## src/rtl/mem_ctrl.sv

```systemverilog
// rtl/mem_ctrl.sv - byte-wide RAM responder for instruction fetch and load/store requests
module mem_ctrl #(
  parameter int ADDR_W = 32,
  parameter int DATA_W = 32
) (
  input  logic              clk,
  input  logic              rst,
  input  logic              rdy,
  input  logic              if_request,
  input  logic [ADDR_W-1:0] if_addr,
  input  logic              failed,
  output logic [DATA_W-1:0] if_inst_o,
  output logic              if_enable,
  input  logic              ls_request,
  input  logic              ls_write,
  input  logic [ADDR_W-1:0] ls_addr,
  input  logic [2:0]        ls_size,
  input  logic [DATA_W-1:0] ls_wdata,
  output logic [DATA_W-1:0] ls_rdata,
  output logic              ls_enable,
  input  logic [7:0]        mem_din,
  output logic [7:0]        mem_dout,
  output logic [ADDR_W-1:0] mem_a,
  output logic              mem_wr
);

  typedef enum logic [1:0] {IDLE, IF_RD, LS_RD, LS_WR} state_t;

  state_t            state, state_n;
  logic [2:0]        cnt, cnt_n;
  logic [2:0]        len_q, len_n;
  logic [DATA_W-1:0] wdata_q, wdata_n;
  logic [DATA_W-1:0] buf_q, buf_n;
  logic [DATA_W-1:0] if_inst_n, ls_rdata_n;
  logic [ADDR_W-1:0] mem_a_n;
  logic [7:0]        mem_dout_n;
  logic              mem_wr_n, if_en_n, ls_en_n;
  logic [2:0]        cnt_last;
  logic [1:0]        byte_idx;

  function automatic logic [2:0] size_to_len(input logic [2:0] sz);
    case (sz)
      3'd1:    return 3'd1;
      3'd2:    return 3'd2;
      default: return 3'd4;
    endcase
  endfunction

  always_ff @(posedge clk) begin
    if (!rst) begin
      state     <= IDLE;
      cnt       <= '0;
      len_q     <= '0;
      wdata_q   <= '0;
      buf_q     <= '0;
      if_inst_o <= '0;
      ls_rdata  <= '0;
      if_enable <= 1'b0;
      ls_enable <= 1'b0;
      mem_a     <= '0;
      mem_dout  <= '0;
      mem_wr    <= 1'b0;
    end else if (rdy) begin
      state     <= state_n;
      cnt       <= cnt_n;
      len_q     <= len_n;
      wdata_q   <= wdata_n;
      buf_q     <= buf_n;
      if_inst_o <= if_inst_n;
      ls_rdata  <= ls_rdata_n;
      if_enable <= if_en_n;
      ls_enable <= ls_en_n;
      mem_a     <= mem_a_n;
      mem_dout  <= mem_dout_n;
      mem_wr    <= mem_wr_n;
    end
  end

  always_comb begin
    state_n    = state;
    cnt_n      = cnt;
    len_n      = len_q;
    wdata_n    = wdata_q;
    buf_n      = buf_q;
    if_inst_n  = if_inst_o;
    ls_rdata_n = ls_rdata;
    mem_a_n    = mem_a;
    mem_dout_n = mem_dout;
    mem_wr_n   = mem_wr;
    if_en_n    = 1'b0;
    ls_en_n    = 1'b0;
    cnt_last   = len_q - 3'd1;
    byte_idx   = cnt[1:0] - 2'd1;

    case (state)
      IDLE: begin
        if (ls_request) begin
          len_n   = size_to_len(ls_size);
          wdata_n = ls_wdata;
          buf_n   = '0;
          mem_a_n = ls_addr;
          cnt_n   = '0;
          if (ls_write) begin
            mem_wr_n   = 1'b1;
            mem_dout_n = ls_wdata[7:0];
            state_n    = LS_WR;
          end else begin
            state_n = LS_RD;
          end
        end else if (if_request && !failed) begin
          len_n   = 3'd4;
          buf_n   = '0;
          mem_a_n = if_addr;
          cnt_n   = '0;
          state_n = IF_RD;
        end
      end

      IF_RD, LS_RD: begin
        if (state == IF_RD && failed) begin
          state_n = IDLE;
          cnt_n   = '0;
        end else begin
          // cnt counts cycles since acceptance; byte cnt-1 arrives on mem_din now
          if (cnt != 3'd0)
            buf_n[{byte_idx, 3'b000} +: 8] = mem_din;
          if (cnt < cnt_last)
            mem_a_n = mem_a + ADDR_W'(1);
          if (cnt == len_q) begin
            state_n = IDLE;
            cnt_n   = '0;
            if (state == IF_RD) begin
              if_inst_n = buf_n;
              if_en_n   = 1'b1;
            end else begin
              ls_rdata_n = buf_n;
              ls_en_n    = 1'b1;
            end
          end else begin
            cnt_n = cnt + 3'd1;
          end
        end
      end

      LS_WR: begin
        if (cnt < cnt_last) begin
          cnt_n      = cnt + 3'd1;
          mem_a_n    = mem_a + ADDR_W'(1);
          mem_dout_n = wdata_q[{cnt_n[1:0], 3'b000} +: 8];
        end else begin
          mem_wr_n = 1'b0;
          ls_en_n  = 1'b1;
          state_n  = IDLE;
          cnt_n    = '0;
        end
      end

      default: state_n = IDLE;
    endcase
  end

endmodule

```

## config.mk

```make
export PLATFORM = sky130hd
export DESIGN_NAME = mem_ctrl
export DESIGN_NICKNAME = d
export VERILOG_FILES = /design/src/rtl/mem_ctrl.sv
export SDC_FILE = /design/constraint.sdc
export NUM_CORES = 1
export LEC_CHECK = 0
export BUFFER_PORTS_ARGS = -buffer_cell sky130_fd_sc_hd__buf_2
export CORE_UTILIZATION = 31
export CTS_CLUSTER_SIZE = 12
export DETAILED_ROUTE_END_ITERATION = 16
export SETUP_SLACK_MARGIN = 0.4
export SYNTH_ARGS = -nofsm -noshare
export SYNTH_HDL_FRONTEND = slang
export SYNTH_SLANG_ARGS = --single-unit
```

## constraint.sdc

```tcl
create_clock -name clk -period 6.8 [get_ports clk]
set_clock_uncertainty 0.1 [all_clocks]
set_input_delay 1.02 -clock clk [delete_from_list [all_inputs] [get_ports clk]]
set_output_delay 1.02 -clock clk [all_outputs]
set_load 0.02 [all_outputs]
```

* Word level (Yosys, flattened, before mapping)
Index checks and enable logic that the tools add are counted.
Word-level totals: register bits 179, input port bits 114, output and inout port bits 107
Operators by class: add/sub/neg operators 5, magnitude comparators 1, equality and inequality tests 13, shifts and indexed selects 3, multiplexer cells 44, bitwise gates (word level) 2, reduce and logical (&&, ||, !) cells 19
Operators with widths (number):
- $mux 32 | 8
- $pmux 32 s3 | 1
- $pmux 32 s2 | 1
- $add 32x1->32 const B | 1
- $bwmux 32 | 1
- $shift 8x7->32 const A | 1
- $shiftx 32x6->8 | 1
- $shiftx 8x7->32 | 1
- $mux 8 | 3
- $mux 3 | 7
- $reduce_and 5->1 | 4
- $pmux 8 s2 | 1
- $mux 1 | 12
- $mux 2 | 5
- $ne 2x2->1 const B | 5
- $pmux 3 s3 | 1
- $reduce_and 3->1 | 3
- $reduce_and 4->1 | 2
- $neg 5->7 | 1
- $ne 3x3->1 const B | 2
- $pmux 2 s3 | 1
- $pmux 3 s2 | 1
- $reduce_bool 2->1 | 3
- $eq 2x2->1 const B | 2
- other kinds (16) | 19

* Logic depth before layout (Yosys ltp)
word-level depth 7, mapped depth 11

* Least setup slack after synthesis
Ideal clock, no wire load.
kind register to register, start reg cnt[0], end reg if_inst_o[28], library setup time 0.086 ns, arrival 2.650 ns, path slack 3.964 ns, cell stages (with the launch flop) 8, buffers on the path 2, period minus slack after synthesis 2.836 ns, path through dfxtp_1 > buf_1 > inv_1 > ha_1 > buf_2 > nor4_1 > a22oi_1 > a211oi_1
On the way: word-level cells in the longest chain between the ends 5, elaborated cells on any way between the ends 9, classes of those cells add/sub (2); eq/ne (1); shift (2); mux (2); reduce/logical (2)
RTL lines:
- start: declaration | line 30 | logic [2:0] cnt, cnt_n;
- start signal: assignment | line 65 | cnt <= cnt_n;
- $sub 2x1->2 | line 93 | byte_idx = cnt[1:0] - 2'd1;
- $neg 5->7 | line 126 | buf_n[{byte_idx, 3'b000} +: 8] = mem_din;
- $shiftx 8x7->32 / $shift 8x7->32 (equally long branches) | line 126
- $bwmux 32 | line 126
- $mux 32 | line 125 | if (cnt != 3'd0)
- end signal: assignment | line 69 | if_inst_o <= if_inst_n;
- end: declaration | line 12 | output logic [DATA_W-1:0] if_inst_o,
Parallel ways exist; a longest one is shown, timed or not. A chain may end at the register's enable or synchronous reset.

* Final worst setup path
start in ls_request, end reg buf_q[7]
On the way: word-level cells in the longest chain between the ends 2, elaborated cells on any way between the ends 4, classes of those cells eq/ne (1); mux (2); reduce/logical (1)
RTL lines:
- start: declaration | line 14 | input logic ls_request,
- $ne 3x3->1 (no line) / $mux 32 (equally long branches)
- $reduce_and 4->1 (no line) / $pmux 32 s2 (equally long branches)
- end signal: assignment | line 68 | buf_q <= buf_n;
- end: declaration | line 33 | logic [DATA_W-1:0] buf_q, buf_n;
Parallel ways exist; a longest one is shown, timed or not.

==> flow_summary.json <==
{
  "status": "completed",
  "die_x_um": 167,
  "viasPerCell": 5.20,
  "multiInputGateArea_mm2": 0.00457,
  "grt_pass1_vias": 7424,
  "pwr-share-comb": 0.166,
  "fin_nets": 1303,
  "switching_share": 0.324,
  "cpMaxStageDelayCell": "or3_1",
  "rows": 60,
  "wl_met1_mm": 11.7,
  "async_flop_share": 0,
  "synth-warning-count": 0,
  "hold_violations": 0,
  "seqPwrFrac": 0.438,
  "worstSetupPathType": "in -> reg",
  "max_freq_mhz": 293,
  "yosysTopAreaCellShare": 0.425,
  "worstSkewPairLatency_ps": 440,
  "regArea_mm2": 0.00358,
  "cts_root_buffer": "clkbuf_16",
  "grt_max_degree": 87,
  "whs_endpoint": "wdata_q[1]",
  "power_switching_uw": 855,
  "wl_met2_mm": 11.3,
  "drcViolationCount": 0,
  "wl_met3_mm": 1.45,
  "grt.total_usage": 0.178,
  "drtIter0Drc": 529,
  "rsz0062_at_grt": "no",
  "cpLargestDelayFamily": "simple AND/OR/NAND/NOR gates",
  "ys_ff_latch": 179,
  "worstPathCellList": "buf_2 -> nor2b_1 -> a21o_1 -> or3_1 -> or2_2 -> a21oi_1",
  "crit_fanout": 41,
  "die_h_um": 167,
  "grt_pass1_wl_mm": 39.7,
  "path_clk_slew_ps": 80,
  "holdCritStartpoint": "wdata_q[1]",
  "crit_arrival_ps": 3660,
  "leakagePower_uw": 0.00406,
  "reg2reg_from": "cnt[0]",
  "worst_pin_slew_ps": 1100,
  "grt.overflow.total": 0,
  "ant_nets": 0,
  "cts_resized": 0,
  "hold_depth": 2,
  "place.port_buffers": 220,
  "p_int_uw": 1780,
  "maxCapViolCount": 0,
  "io_pins": 221,
  "wire_per_inst_um": 16.2,
  "cts_hold_buffers": 0,
  "initial_utilization": 0.315,
  "powerDensity_mw_per_mm2": 252,
  "crit_path_start_kind": "input pin",
  "synthTopCellsByArea": "dfxtp_1 42%, a211oi_1 7.2%, nand2_1 5.7%, nor2_1 5.5%, a21oi_1 5.3%",
  "syn-num-nets": 1123,
  "antenna_found_initial": 4,
  "fin_crit_sh": 0.502,
  "clkPwrFrac": 0.396,
  "final_common_cell": "buf_2",
  "yosys.area.top_type": "dfxtp_1",
  "slew_headroom": 0.268,
  "coreArea_mm2": 0.0268,
  "r2r-end": "buf_q[7]",
  "topRoutingLayerUsed": "met5",
  "synth_cell_type_count": 71,
  "fill_cells": 2729,
  "synthesis.area_mm2": 0.00844,
  "htree_levels": 4,
  "power_uw": 2640,
  "cts_buffer_depth": 2,
  "critPathRequiredTime_ps": 7050,
  "cts_setup_buffers": 0,
  "synth-main-ff-cell": "dfxtp_1",
  "finalSetupTns_ps": 0,
  "setup_viol": 0,
  "ys_seq_area_frac": 0.425,
  "clock_sinks": 179,
  "slowest_delay_ps": 770,
  "synth_edf_count": 0,
  "synth_cells": 993,
  "final_cell_mix": "220 x buf_2, 179 x dfxtp_1, 128 x nand2_1",
  "end_kind": "flop",
  "dp_hpwl_mm": 16.9,
  "crit_buf_inv": 1,
  "firstDrtPassIters": 4,
  "r2r_cells": 7,
  "hold_class": "reg -> reg",
  "routed_wl_mm": 24.8,
  "r2r_slack_ps": 3410,
  "peakVddDrop_mv": 0.165,
  "place_congestion": 0.793,
  "syn_to_final_growth_pct": 23.9,
  "fin_crit_ps": 3410,
  "cts_buffers": 17,
  "cts_tree": "built",
  "maxSlewViolCount": 0,
  "num_vias": 7944,
  "drive_above_1_share": 0.277,
  "syn_avg_cell_area_um2": 8.50,
  "dieArea_mm2": 0.0279
}
-- cells by family after synthesis --
group | after synthesis | synth area share
AO/OA/AOI/OAI | 294 | 0.234
XOR/XNOR | 3 | 0.00311
adder cells (fa/ha/maj) | 16 | 0.0237
buffers and inverters | 83 | 0.0381
flip-flops | 179 | 0.425
multiplexers | 48 | 0.0706
AND/OR/NAND/NOR | 370 | 0.206
-- through the flow --
stage          hold WS [ps]  std cells  setup WS [ps]  cell area [µm²]  utilization
5_1_grt                 370       1527           3120            10500        0.390
4_1_cts                 355       1527           3360            10500        0.390
6_report                354       1528           3390            10500        0.390
3_3_place_gp            338       1495           3020             9810        0.366
3_5_place_dp            343       1495           2940             9810        0.366
2_1_floorplan           332        993           3960             8440            -
-- state kept, by name, indices dropped and copies added, names as in the netlist, 3 cells and up --
name / cells
wdata_q: 32
len_q: 3
if_inst_o: 32
mem_a: 32
mem_dout: 8
buf_q: 32
cnt: 3
ls_rdata: 32
-- final cells by class --
cell class	count	area share
inverters	13	0.00491
repair buffers	231	0.113
diodes	1	0.000239
multi-input cells	731	0.437
clock buffers	17	0.0407
well taps	341	0.0408
flip-flops and latches	179	0.343
clock inverters	15	0.0205
-- synthesized netlist by cell type (11+ instances only) --
cell type and number:
ha_1 16, a21oi_1 89, nand3_1 11, a22oi_1 33, inv_1 11, a211oi_1 81, nand2_1 128, mux2i_1 28
and3_1 12, nor3_1 11, a31oi_1 13, dfxtp_1 179, or2_2 21, o21ai_0 29, clkbuf_1 54, mux2_2 12
nor2_1 124
-- power by group through the flow --
stage | combinational (µW) | sequential, µW | clock (µW)
3_3_place_gp | 435 | 1180 | 0
6_report | 437 | 1160 | 1040
5_1_grt | 481 | 1170 | 1110
2_1_floorplan | 232 | 1230 | 0
3_5_place_dp | 438 | 1180 | 0
4_1_cts | 440 | 1160 | 1070
-- worst max path at each step --
stage	startpoint	endpoint	slack (ps)	cells after the start
2_1_floorplan	cnt[0]	if_inst_o[28]	3960	7
3_3_place_gp	ls_request	buf_q[13]	3020	6
3_5_place_dp	ls_request	buf_q[12]	2940	6
4_1_cts	cnt[0]	buf_q[0]	3360	7
5_1_grt	cnt[0]	buf_q[0]	3120	7
6_report	ls_request	buf_q[7]	3390	6
-- worst register-to-register path, cell delays in order (launching register included) --
cell     delay (ps)
dfxtp_1         870
inv_1           250
ha_1            830
and3_1          250
and3_1          360
a22oi_1         200
or2_2           310
a21oi_1         150
-- metal layers --
metal,vias to the layer above,track usage
li1,3971,-
met1,3740,0.237
met2,199,0.279
met3,30,0.0475
met4,4,0.0531
met5,-,0
(Power assumes the default switching activity.)
